## src/rtl/core_pkg.sv

```systemverilog
// Shared pipeline definitions for the RV32 core: stage indices, valid-vector layout
// and the stall/flush sequencer state encoding.
package core_pkg;

  localparam int ST_F = 0;
  localparam int ST_D = 1;
  localparam int ST_X = 2;
  localparam int ST_M = 3;
  localparam int ST_W = 4;

  // Fetch carries no valid bit, so the valid vector starts at D.
  localparam int VLD_W = ST_W - ST_F;
  localparam int VB_D  = ST_D - ST_F - 1;
  localparam int VB_X  = ST_X - ST_F - 1;
  localparam int VB_M  = ST_M - ST_F - 1;
  localparam int VB_W  = ST_W - ST_F - 1;

  typedef enum logic [2:0] {
    S_IDLE     = 3'd0,
    S_RUN      = 3'd1,
    S_LU_STALL = 3'd2,
    S_FLUSH    = 3'd3,
    S_MEM_WAIT = 3'd4,
    S_DRAIN    = 3'd5,
    S_HALTED   = 3'd6
  } seq_state_e;

endpackage

```

## src/rtl/pipe_valid_shift.sv

```systemverilog
// Per-stage valid bits {W,M,X,D}. D loads independently of the X/M/W shift so a
// load-use stall can hold D while a bubble enters X.
module pipe_valid_shift
  import core_pkg::*;
(
  input  logic             clk,
  input  logic             rst_n,
  input  logic             en_d,
  input  logic             d_in,
  input  logic             en_xmw,
  input  logic             kill_x,
  output logic [VLD_W-1:0] vld
);

  always_ff @(posedge clk or negedge rst_n) begin
    if (!rst_n) begin
      vld <= '0;
    end else begin
      if (en_d) begin
        vld[VB_D] <= d_in;
      end
      if (en_xmw) begin
        vld[VB_X] <= kill_x ? 1'b0 : vld[VB_D];
        vld[VB_M] <= vld[VB_X];
        vld[VB_W] <= vld[VB_M];
      end
    end
  end

endmodule

```

## src/rtl/pipe_seq_ctrl.sv

```systemverilog
// Stall/flush sequencer for the 5-stage pipeline: turns load-use, redirect and
// data-memory busy into register enables, stage valids and write gates.
module pipe_seq_ctrl
  import core_pkg::*;
#(
  parameter int LU_BUBBLES  = 1,
  parameter int FLUSH_LAT   = 1,
  parameter int MEM_TIMEOUT = 255
) (
  input  logic             clk,
  input  logic             rst_n,
  input  logic             start,
  input  logic             halt_req,
  input  logic             load_use,
  input  logic             redirect,
  input  logic             mem_busy,
  output logic             pc_en,
  output logic             pc_redirect,
  output logic             fd_en,
  output logic             dx_en,
  output logic             xm_en,
  output logic             mw_en,
  output logic [VLD_W-1:0] valid,
  output logic             reg_we_gate,
  output logic             mem_we_gate,
  output logic             halted,
  output logic             mem_err
);

  localparam logic [7:0] TO_LAST = 8'(MEM_TIMEOUT - 1);

  seq_state_e       state, state_nxt;
  logic [1:0]       cnt, cnt_nxt;
  logic [7:0]       busy_cnt;
  logic [VLD_W-1:0] vld;
  logic             pipe_en, d_in, kill_x;
  logic             take_redirect, take_lu, busy_track;

  assign take_redirect = redirect & vld[VB_X];
  assign take_lu       = load_use & vld[VB_D];
  assign busy_track    = (state != S_IDLE) && (state != S_HALTED);

  always_ff @(posedge clk or negedge rst_n) begin
    if (!rst_n) begin
      state <= S_IDLE;
      cnt   <= '0;
    end else begin
      state <= state_nxt;
      cnt   <= cnt_nxt;
    end
  end

  always_comb begin
    state_nxt   = state;
    cnt_nxt     = cnt;
    pc_en       = 1'b0;
    pc_redirect = 1'b0;
    fd_en       = 1'b0;
    pipe_en     = 1'b0;
    d_in        = 1'b0;
    kill_x      = 1'b0;
    case (state)
      S_IDLE: begin
        if (start) state_nxt = S_RUN;
      end
      S_HALTED: begin
        if (start && !halt_req) state_nxt = S_RUN;
      end
      default: begin
        // A busy memory freezes everything; the cycle it clears behaves like RUN.
        if (mem_busy) begin
          state_nxt = S_MEM_WAIT;
        end else if (take_redirect) begin
          pc_en       = 1'b1;
          pc_redirect = 1'b1;
          fd_en       = 1'b1;
          pipe_en     = 1'b1;
          kill_x      = 1'b1;
          if (state != S_DRAIN) begin
            if (FLUSH_LAT == 0) begin
              state_nxt = S_RUN;
            end else begin
              state_nxt = S_FLUSH;
              cnt_nxt   = 2'(FLUSH_LAT - 1);
            end
          end
        end else if (state == S_DRAIN) begin
          fd_en   = 1'b1;
          pipe_en = 1'b1;
          if (!(vld[VB_D] | vld[VB_X] | vld[VB_M])) state_nxt = S_HALTED;
        end else if (state == S_LU_STALL) begin
          pipe_en = 1'b1;
          kill_x  = 1'b1;
          if (cnt == 2'd0) state_nxt = S_RUN;
          else             cnt_nxt   = cnt - 2'd1;
        end else if (take_lu) begin
          pipe_en = 1'b1;
          kill_x  = 1'b1;
          if (LU_BUBBLES <= 1) begin
            state_nxt = S_RUN;
          end else begin
            state_nxt = S_LU_STALL;
            cnt_nxt   = 2'(LU_BUBBLES - 2);
          end
        end else if (halt_req) begin
          fd_en     = 1'b1;
          pipe_en   = 1'b1;
          state_nxt = S_DRAIN;
        end else if (state == S_FLUSH) begin
          pc_en   = 1'b1;
          fd_en   = 1'b1;
          pipe_en = 1'b1;
          if (cnt == 2'd0) state_nxt = S_RUN;
          else             cnt_nxt   = cnt - 2'd1;
        end else begin
          pc_en     = 1'b1;
          fd_en     = 1'b1;
          pipe_en   = 1'b1;
          d_in      = 1'b1;
          state_nxt = S_RUN;
        end
      end
    endcase
  end

  // Consecutive busy cycles; the counter saturates while mem_err stays sticky.
  always_ff @(posedge clk or negedge rst_n) begin
    if (!rst_n) begin
      busy_cnt <= '0;
      mem_err  <= 1'b0;
    end else if (mem_busy && busy_track) begin
      if (busy_cnt != 8'hFF) busy_cnt <= busy_cnt + 8'd1;
      if (busy_cnt >= TO_LAST) mem_err <= 1'b1;
    end else begin
      busy_cnt <= '0;
    end
  end

  pipe_valid_shift u_valid (
    .clk   (clk),
    .rst_n (rst_n),
    .en_d  (fd_en),
    .d_in  (d_in),
    .en_xmw(pipe_en),
    .kill_x(kill_x),
    .vld   (vld)
  );

  assign dx_en       = pipe_en;
  assign xm_en       = pipe_en;
  assign mw_en       = pipe_en;
  assign valid       = vld;
  assign reg_we_gate = vld[VB_W];
  assign mem_we_gate = vld[VB_M];
  assign halted      = (state == S_HALTED);

endmodule
```

## config.mk

```make
export PLATFORM = sky130hd
export DESIGN_NAME = pipe_seq_ctrl
export DESIGN_NICKNAME = d
export VERILOG_FILES = /design/src/rtl/core_pkg.sv /design/src/rtl/pipe_valid_shift.sv /design/src/rtl/pipe_seq_ctrl.sv
export SDC_FILE = /design/constraint.sdc
export NUM_CORES = 1
export LEC_CHECK = 0
export BUFFER_PORTS_ARGS = -buffer_cell sky130_fd_sc_hd__buf_2
export CAP_MARGIN = 20
export CORE_AREA = 10 10 57 59
export DETAILED_ROUTE_END_ITERATION = 8
export DIE_AREA = 0 0 67 69
export PLACE_DENSITY = 0.87
export REMOVE_ABC_BUFFERS = 1
export SLEW_MARGIN = 10
export SYNTH_ARGS = -nofsm -noshare
export SYNTH_HDL_FRONTEND = slang
export SYNTH_SLANG_ARGS = --single-unit
```

## constraint.sdc

```tcl
create_clock -name clk -period 2.45 [get_ports clk]
set_input_delay 0 -clock clk [delete_from_list [all_inputs] [get_ports clk]]
set_output_delay 0 -clock clk [all_outputs]
set_load 0.03 [all_outputs]
```

==> results by group, run 1 <==
Run status
  – Status: complete, no violations

Global route
  – All-layer global routing usage: 0.120
  – Vias in the first global route: 1033
  – Largest net degree at the start of global routing: 19
  – Total gr overflow: 0
  – Antenna violations before repair: 0
  – First-pass GRT wire length: 4.63 mm

Timing
  – Worst Setup Slack, final: 0.560 ns
  – Minimum clock period: 1.89 ns
  – Max Slew Vio Count: 0
  – RSZ-0062 raised after global routing: false
  – Final setup violation count: 0
  – Clk_skew: 0.00497 ns
  – Setup TNS Final: 0 ns
  – Crit share post-route: 0.772
  – F_max: 529 MHz
  – Rel. slew slack: 0.623
  – Final-report hold violation count: 0
  – Least-Margin Pin Slew: 0.558 ns

Setup path
  – R2r endpoint: cnt[0]
  – Delay of the slowest cell on the worst path: 0.53 ns
  – Critical path depth: 5
  – Buffers & Inverters on Critical Path: 1
  – Reg-to-Reg Start: state[2]
  – CP endpoint kind: primary output
  – Slowest CP cell: dfrtp_1
  – Worst Path Arrival: 1.89 ns
  – Top delay family on crit path: simple AND/OR/NAND/NOR gates
  – Crit path to: pc_en
  – Worst Setup Start Kind: flip-flop
  – Setup CP Type: flip-flop to primary output
  – Reg2reg setup slack: 0.71 ns
  – Crit. Startpoint: state[2]
  – Cells along the critical path: and2b_4 > or3_4 > nand4_1 > o22ai_1 > buf_2
  – Critical-path maximum fanout: 11
  – Worst reg2reg path depth: 4
  – Data required, critical path: 2.45 ns

Final layout
  – Finished Layout Cells: 165
  – Finished Cell Area: 1270 sq um
  – Ant. Diodes: 0
  – Nets: 148
  – Area growth from synthesis to layout: 11.1%
  – Ratio of cells with drive above 1 in the final layout: 0.277
  – Fill cells: 196
  – Sequential Area: 450 sq um
  – Area of the multi-input gates: 604 sq um

Routing
  – Drt first pass iters: 4
  – Drt initial violations: 65
  – Vias per inst: 6.05
  – WL final: 2.66 mm
  – WL/cell: 16.1 um
  – Vias: 998
  – DR DRC count: 0
  – Post-route ant nets: 0

Clocking
  – Clk slew on worst S/H paths: 0.11 ns
  – Hold Buf Count CTS: 1
  – Inserted Clock Buffers: 3
  – CTS max path bufs: 2
  – CTS tree: done
  – Postcts setup bufs: 0
  – Post-cts sizing count: 0
  – CTS Sinks: 18
  – Clock root cell: clkbuf_4
  – Htree depth: 1
  – Worst skew pair latency: 0.29 ns

Place
  – Hpwl dp: 2.08 mm
  – Placed cell count: 160
  – Post-place instance area: 1220 sq um
  – Pre-CTS setup slack: 0.751 ns
  – Final GP Congestion: 0.913
  – Number of port buffers: 20

Yosys
  – Most common cell in the netlist: dfrtp_1
  – Synth Register Bits: 18
  – Cell count after synthesis: 120
  – Most area-consuming cells after synthesis: dfrtp_1 40%, nor2_1 4.9%, ha_1 3.3%
  – Post-synthesis async set-or-reset flop share: 1.00
  – Post-synth top area share: 0.395
  – Syn_area_per_cell: 9.50 sq um
  – Sequential element share of the synthesized area: 0.395
  – Synthesized cell area: 1140 sq um
  – Unique masters post-synth: 46
  – Top post-synthesis cells by count: 18 x dfrtp_1, 15 x nor2_1, 8 x inv_1
  – EDFF count, synth: 0
  – Area leader, netlist: dfrtp_1
  – Post-synth top flop: dfrtp_1
  – Syn. warnings: 0

Power
  – Power Internal: 0.737 mW
  – Clock share of power: 0.134
  – Overall power: 1.35 mW
  – Net Switching: 0.617 mW
  – Worst IR Drop VDD: 0.668 mV
  – Sw Share: 0.456
  – P_leak: 0.589 nW
  – Pwr dens: 1070 nW/um^2
  – Sequential Power Share: 0.367
  – Logic pwr share: 0.500

Hold path
  – HP Class: input port to flip-flop
  – Start point of the worst hold path: start

Floorplan
  – Core Region: 2150 sq um
  – Top-Level Pins: 21
  – Chip Width: 67 um
  – Initial core utilization: 0.531
  – Full die area: 4620 sq um
  – Chip height: 69 um
  – Row cnt: 17

Run
  – Max-cap violations: 0
==> tightest hold or removal path, delay by kind of cell <==
| family | cells | cell delay (ns) |
|---|---|---|
| compound gates | 1 | 0.12 |
| buf+inv | 1 | 0.09 |
| simple gates | 1 | 0.07 |
==> layer usage <==
| metal | wire length, um | global-route usage |
|---|---|---|
| met5 | 0 | 0 |
| met4 | 50 | 0.0543 |
| met3 | 108 | 0.0258 |
| met2 | 1390 | 0.194 |
| met1 | 1110 | 0.145 |
==> power groups by stage <==
stage	logic (mW)	registers, mW	clock network, mW
2_1_floorplan	0.442	0.546	0
3_3_place_gp	0.658	0.492	0
3_5_place_dp	0.677	0.501	0
4_1_cts	0.681	0.495	0.185
5_1_grt	0.740	0.513	0.203
6_report	0.677	0.497	0.181
==> layout make-up <==
type,instances,share of cell area
clock buffers,4,0.0287
inverters,8,0.0237
multi-input cells,86,0.477
flip-flops and latches,18,0.356
well taps,28,0.0277
repair buffers,21,0.0870
==> stage by stage <==
step / hold slack [ns] / util
after floorplan: -0.296 / -
after global placement: -0.0514 / 0.568
after detailed placement: -0.0446 / 0.568
after CTS: 0.0172 / 0.589
after global routing: 0.0215 / 0.589
final: 0.0243 / 0.589
==> cell usage in the layout (no fill, tap or decap), types with 3 or more instances in the layout <==
cell type / netlist / final
nor3_1: 4 / 4
dfrtp_1: 18 / 18
a211oi_1: 4 / 4
a31oi_1: 4 / 4
nand2b_1: 3 / 3
nand3_1: 4 / 4
inv_1: 8 / 8
ha_1: 3 / 3
clkbuf_4: 0 / 3
nand2_1: 6 / 6
buf_2: 2 / 20
nor2_1: 15 / 15
==> how the worst min path moves through the flow <==
stage,cells past startpoint,to,slack [ns]
2_1_floorplan,0,busy_cnt[0],-0.30
3_3_place_gp,1,u_valid.vld[3],-0.05
3_5_place_dp,1,busy_cnt[7],-0.04
4_1_cts,3,state[1],0.02
5_1_grt,3,state[1],0.02
6_report,3,state[1],0.02
==> state kept, by name, summed over array words and instances (netlist names) <==
name	flops
mem_err	1
u_valid.vld	4
cnt	2
busy_cnt	8
state	3
==> kinds of logic (layout without fill, tap and decap cells) <==
logic type	count (synthesis)	count (layout)	share of synthesized area
AOI/OAI and AO/OA	28	28	0.202
xor gates and xnor gates	2	2	0.0154
DFF	18	18	0.395
muxes	4	4	0.0461
buffers and inverters	16	33	0.0746
adders and majority gates	3	3	0.0329
and+or+nand+nor	49	49	0.234
Note: power is estimated with default switching activity, not from simulation.
==> inputs of run 2 (changes only) <==
--- a/config.mk
+++ b/config.mk
@@ -7,10 +7,10 @@
 export LEC_CHECK = 0
 export BUFFER_PORTS_ARGS = -buffer_cell sky130_fd_sc_hd__buf_2
 export CAP_MARGIN = 20
-export CORE_AREA = 10 10 57 59
+export CORE_AREA = 10 10 60 62
 export DETAILED_ROUTE_END_ITERATION = 8
-export DIE_AREA = 0 0 67 69
-export PLACE_DENSITY = 0.87
+export DIE_AREA = 0 0 70 72
+export PLACE_DENSITY = 0.82
 export REMOVE_ABC_BUFFERS = 1
 export SLEW_MARGIN = 10
 export SYNTH_ARGS = -nofsm -noshare
==> constraint.sdc (replaced) <==
create_clock -name clk -period 1.55 [get_ports clk]
set_input_delay 0 -clock clk [delete_from_list [all_inputs] [get_ports clk]]
set_output_delay 0 -clock clk [all_outputs]
set_load 0.03 [all_outputs]
==> run 2 against run 1 <==
  * The run now ends with setup timing left
  * Critical path depth up 1
  * Count of clock-buffer cells in the layout shrank 1
  * Utilization up 4.8 points
  * Critical path type unchanged
==> results by group, run 2 (synthesis gave the netlist of run 1 again) <==
Run status
  – Status: complete, but fails checks
  – Failing checks: setup timing

Routing
  – Top sig layer: met4
  – WL final: 3.02 mm
  – WL/cell: 15.8 um
  – Wire length on met1: 1.27 mm
  – Metal2 WL: 1.57 mm
  – DR DRC count: 0
  – Post-route ant nets: 0
  – Vias: 1090
  – Drt first pass iters: 4
  – Vias per inst: 5.71
  – Met3 WL: 162 um
  – Drt initial violations: 64

Final layout
  – Max reg flops: 8
  – Finished Layout Cells: 191
  – Ratio of cells with drive above 1 in the final layout: 0.453
  – Nets: 173
  – Commonest cells after routing, fill and taps aside: 20 x buf_4, 16 x dfrtp_1, 14 x nor2_1, 14 x buf_2, 11 x buf_6
  – Area growth from synthesis to layout: 36.1%
  – Largest registers: busy_cnt x8, u_valid.vld x4, state x3
  – Commonest non-fill, non-tap cell in the layout: buf_4
  – Ant. Diodes: 0
  – Most flop-heavy register: busy_cnt

Clocking
  – Clock root cell: clkbuf_4
  – CTS Sinks: 18
  – Clk slew on worst S/H paths: 0.11 ns
  – CTS tree: done
  – CTS max path bufs: 2
  – Htree depth: 1
  – Inserted Clock Buffers: 3
  – Worst skew pair latency: 0.30 ns

Place
  – Pre-CTS setup slack: -0.00231 ns
  – Placed cell count: 174
  – Hpwl dp: 2.12 mm
  – Number of port buffers: 20
  – Final GP Congestion: 0.870

Setup path
  – Worst reg2reg path depth: 8
  – Critical-path maximum fanout: 5
  – Buffers & Inverters on Critical Path: 3
  – Critical Path Most Common Cell: buf_6
  – Top delay family on crit path: flip-flops
  – Delay of the slowest cell on the worst path: 0.42 ns
  – Reg-to-Reg Start: state[2]
  – Cells along the critical path: and2b_4 > buf_6 > o31ai_4 > buf_6 > o22ai_2 > buf_6
  – Worst Setup Start Kind: flip-flop
  – Setup CP Type: flip-flop to primary output
  – Data required, critical path: 1.55 ns
  – Reg2reg setup slack: -0.14 ns
  – Worst Path Arrival: 1.69 ns
  – Slowest CP cell: dfrtp_1
  – R2r endpoint: u_valid.vld[0]
  – CP endpoint kind: primary output

Power
  – Pwr dens: 1720 nW/um^2
  – Worst IR Drop VDD: 1.13 mV
  – Net Switching: 1.13 mW
  – Logic pwr share: 0.638
  – Clock share of power: 0.088
  – Overall power: 2.66 mW
  – Power Internal: 1.53 mW
  – P_leak: 0.741 nW
  – Sequential Power Share: 0.274
  – Sw Share: 0.426

Global route
  – Antenna violations before repair: 0
  – Vias in the first global route: 1132
  – All-layer global routing usage: 0.116
  – First-pass GRT wire length: 5.13 mm
  – Largest net degree at the start of global routing: 19
  – Total gr overflow: 0

Hold path
  – HP Class: input port to flip-flop
  – Start point of the worst hold path: start
  – Cells on Worst Hold Path: 3
  – Worst Hold End: state[1]

Timing
  – Clk_skew: 0.0115 ns
  – Final setup violation count: 11
  – Minimum clock period: 1.69 ns
  – Final-report hold violation count: 0
  – F_max: 592 MHz
  – RSZ-0062 raised after global routing: true
  – Max Slew Vio Count: 0
  – Least-Margin Pin Slew: 0.476 ns
  – Rel. slew slack: 0.679
  – Crit share post-route: 1.09
  – Worst Setup Slack, final: -0.140 ns

Floorplan
  – Chip height: 72 um
  – Initial core utilization: 0.469
  – Top-Level Pins: 21
  – Full die area: 5040 sq um
  – Core Region: 2430 sq um
  – Chip Width: 70 um
  – Row cnt: 18

Run
  – Max-cap violations: 0
## run 2: cell types whose count changed in the layout (fill, tap and decap cells not counted), sizes merged
cell and change:
buf +25, clkbuf -1
## run 2: per-layer routing
metal | track usage | up-vias
met5 | 0 | -
met3 | 0.0190 | 5
li1 | - | 512
met2 | 0.217 | 31
met4 | 0.0263 | 0
met1 | 0.134 | 542
## run 2: power by group through the flow
| stage | Combinational [mW] | Clock (mW) | Sequential [mW] |
|---|---|---|---|
| 4_1_cts | 1.56 | 0.239 | 0.723 |
| 3_3_place_gp | 1.27 | 0 | 0.717 |
| 3_5_place_dp | 1.30 | 0 | 0.728 |
| 5_1_grt | 1.83 | 0.259 | 0.748 |
| 6_report | 1.70 | 0.235 | 0.729 |
| 2_1_floorplan | 0.699 | 0 | 0.863 |
## run 2: metrics by stage
stage	TNS [ns]	instance area [sq um]	utilization	hold slack, ns
global route	-1.76	1550	0.638	0.0399
floorplan	-0.380	1080	-	-0.296
finish	-0.881	1550	0.638	0.0203
global placement	0	1310	0.540	-0.0543
detailed placement	-0.00231	1310	0.540	-0.0454
CTS	-0.404	1490	0.611	0.0225
## run 2: timing repair
item,in CTS,in global routing
pin swaps,7,3
setup buffers,11,4
setup endpoints to repair,9,19
gates resized for setup,21,13
hold endpoints to repair,18,0
hold buffers,1,0
## run 2: final cells by class
| type | instances | area, sq um |
|---|---|---|
| clock buffer | 3 | 22.5 |
| inverter | 8 | 32.5 |
| multi-input combinational | 86 | 652 |
| tap | 30 | 37.5 |
| sequential | 18 | 453 |
| timing repair buffer | 46 | 354 |
| fill | 197 | 881 |
## run 2: worst register-to-register path, cell delays in order (launching register included)
cell and delay [ns]:
dfrtp_1 0.43, nor2b_4 0.15, buf_6 0.12, o22ai_1 0.23, a31oi_2 0.16, buf_4 0.16, buf_4 0.12, buf_4 0.12
o32ai_1 0.10
## run 2: worst max path at each step
stage	start	end	slack, ns	cells past startpoint
after detailed placement	state[1]	cnt[0]	-0.002	4
final	state[2]	pc_en	-0.14	6
after CTS	state[1]	pc_en	-0.12	5
after floorplan	u_valid.vld[1]	u_valid.vld[0]	-0.28	4
after global routing	state[2]	u_valid.vld[0]	-0.22	8
after global placement	state[0]	state[2]	0.02	4
==> inputs of run 3 (changes only) <==
--- a/config.mk
+++ b/config.mk
@@ -7,10 +7,12 @@
 export LEC_CHECK = 0
 export BUFFER_PORTS_ARGS = -buffer_cell sky130_fd_sc_hd__buf_2
 export CAP_MARGIN = 20
-export CORE_AREA = 10 10 60 62
+export CELL_PAD_IN_SITES_DETAIL_PLACEMENT = 0
+export CELL_PAD_IN_SITES_GLOBAL_PLACEMENT = 2
+export CORE_AREA = 10 10 99 57
 export DETAILED_ROUTE_END_ITERATION = 8
-export DIE_AREA = 0 0 70 72
-export PLACE_DENSITY = 0.82
+export DIE_AREA = 0 0 109 67
+export PLACE_DENSITY = 0.83
 export REMOVE_ABC_BUFFERS = 1
 export SLEW_MARGIN = 10
 export SYNTH_ARGS = -nofsm -noshare
==> run 3 against run 2 <==
  * The flow still finishes with violations (setup timing)
  * Critical path depth stayed put
  * First-iteration DRC count is 69% lower
  * Clock skew is 0.0076 ns lower
  * Largest power group unchanged
  * Combinational power is 5% lower
  * Total power is 2.5% higher
  * Via count is 4.0% lower
  * Utilization is 24 points lower
  * Count of clock-buffer cells in the layout is 1 higher
==> results by group, run 3 (synthesis gave the netlist of run 1 again) <==
Setup path
  – Critical path depth: 6
  – Buffers & Inverters on Critical Path: 2
  – Critical-path maximum fanout: 4
  – Cells along the critical path: buf_6 > nor2b_4 > or3_4 > nand4_1 > o22ai_2 > buf_6
  – Reg2reg setup slack: -0.03 ns
  – Top delay family on crit path: simple AND/OR/NAND/NOR gates
  – Delay of the slowest cell on the worst path: 0.40 ns
  – Setup CP Type: flip-flop to primary output
  – Data required, critical path: 1.55 ns
  – Worst reg2reg path depth: 6
  – CP endpoint kind: primary output
  – Worst Path Arrival: 1.58 ns
  – Critical Path Most Common Cell: buf_6
  – Slowest CP cell: dfrtp_1
  – Worst Setup Start Kind: flip-flop

Power
  – Pwr dens: 1760 nW/um^2
  – Worst IR Drop VDD: 0.826 mV
  – Overall power: 2.73 mW
  – P_leak: 0.728 nW

Run status
  – Failing checks: setup timing
  – Status: complete, but fails checks

Clocking
  – Clk slew on worst S/H paths: 0.08 ns
  – CTS tree: done
  – CTS Sinks: 18
  – CTS max path bufs: 2
  – Htree depth: 1
  – Inserted Clock Buffers: 3
  – Worst skew pair latency: 0.26 ns
  – Clock root cell: clkbuf_8

Floorplan
  – Core Region: 3860 sq um
  – Top-Level Pins: 21
  – Chip Width: 109 um
  – Row cnt: 16
  – Chip height: 67 um
  – Initial core utilization: 0.295
  – Full die area: 7300 sq um

Global route
  – Total gr overflow: 0
  – Global routing usage on met3: 0.0269
  – Vias in the first global route: 1075
  – First-pass GRT wire length: 4.97 mm
  – Met1 Track Usage GR: 0.0940
  – All-layer global routing usage: 0.0842
  – Antenna violations before repair: 0
  – Met2 Track Usage GR: 0.146
  – GR peak layer: met2
  – Largest net degree at the start of global routing: 19

Timing
  – Clk_skew: 0.00388 ns
  – Max Slew Vio Count: 0
  – RSZ-0062 raised after global routing: true
  – Minimum clock period: 1.58 ns
  – F_max: 632 MHz
  – Final setup violation count: 4
  – Final-report hold violation count: 0
  – Rel. slew slack: 0.643
  – Worst Setup Slack, final: -0.0322 ns
  – Least-Margin Pin Slew: 0.528 ns
  – Crit share post-route: 1.02

Run
  – Max-cap violations: 0

Routing
  – Vias: 1046
  – DR DRC count: 0
  – Post-route ant nets: 0
  – Drt initial violations: 20
  – Vias per inst: 4.91
  – WL/cell: 14.2 um
  – Drt first pass iters: 4
  – WL final: 3.02 mm

Place
  – Pre-CTS setup slack: -0.00780 ns
  – Hpwl dp: 2.18 mm
  – Placed cell count: 201
  – Final GP Congestion: 0.838
  – Number of port buffers: 20

Hold path
  – HP Class: input port to flip-flop
  – Cells on Worst Hold Path: 3

Final layout
  – Sequential Area: 452 sq um
  – Largest registers: busy_cnt x8, u_valid.vld x4, state x3
  – Ratio of cells with drive above 1 in the final layout: 0.403
  – Commonest non-fill, non-tap cell in the layout: buf_4
  – Ant. Diodes: 0
  – Max reg flops: 8
  – Finished Layout Cells: 213
  – Area of the multi-input gates: 622 sq um
  – Commonest cells after routing, fill and taps aside: 18 x buf_4, 17 x dfrtp_1, 14 x nor2_1, 14 x buf_2, 10 x buf_6
  – Most flop-heavy register: busy_cnt
  – Area growth from synthesis to layout: 36.3%
  – Nets: 170
  – Fill cells: 364
## run 3: changes by cell type in the layout (fill, tap and decap cells not counted), moves of 2 or more
cell,change
o21ai_0,-2
clkbuf_8,+4
clkbuf_4,-3
buf_4,-2
o21ai_1,+2
## run 3: routing by layer
metal  up-vias  routed length (um)
met5         -                   0
met2        18                1500
met4         0                  43
met3         4                 119
li1        512                   -
met1       512                1360
## run 3: worst reg2reg max path: cells and delay by family (launching register included)
kind / cells / cell delay (ns)
muxes: 1 / 0.33
DFF: 1 / 0.40
buffers and inverters: 3 / 0.45
AOI/OAI and AO/OA: 1 / 0.16
and+or+nand+nor: 1 / 0.14
## run 3: cell type report
| cell class | count | area share |
|---|---|---|
| multi-input cells | 86 | 0.400 |
| flip-flops and latches | 18 | 0.291 |
| repair buffers | 43 | 0.211 |
| well taps | 54 | 0.0435 |
| clock buffers | 4 | 0.0354 |
| inverters | 8 | 0.0193 |
## run 3: stage by stage
stage	util	instance area, sq um	TNS (ns)	hold WS, ns
finish	0.402	1550	-0.103	0.0861
global route	0.402	1550	-0.489	0.0877
CTS	0.393	1520	-0.0739	0.0712
detailed placement	0.353	1370	-0.0137	-0.0361
global placement	0.353	1370	0	-0.0359
floorplan	-	1080	-0.380	-0.296
## run 3: final timing paths
check | start | endpoint
setup / recovery | state[1] | pc_en
hold / removal | start | state[1]
setup reg to reg | state[2] | cnt[1]
hold reg to reg | mem_err | mem_err
max in group asynchronous | rst_n | state[0]
min in group asynchronous | rst_n | u_valid.vld[0]
## run 3: what timing repair did
action | CTS | global route
pin swaps | 4 | 1
buffers inserted | 6 | 1
hold endpoints to repair | 18 | 0
setup endpoints to repair | 8 | 14
hold buffers | 1 | 0
resized for setup | 12 | 13
gates cloned | 0 | 0
## run 3: power breakdown
part,internal [mW],switching (mW)
Clock,0.226,0.175
Sequential,0.597,0.118
Combinational,0.781,0.831
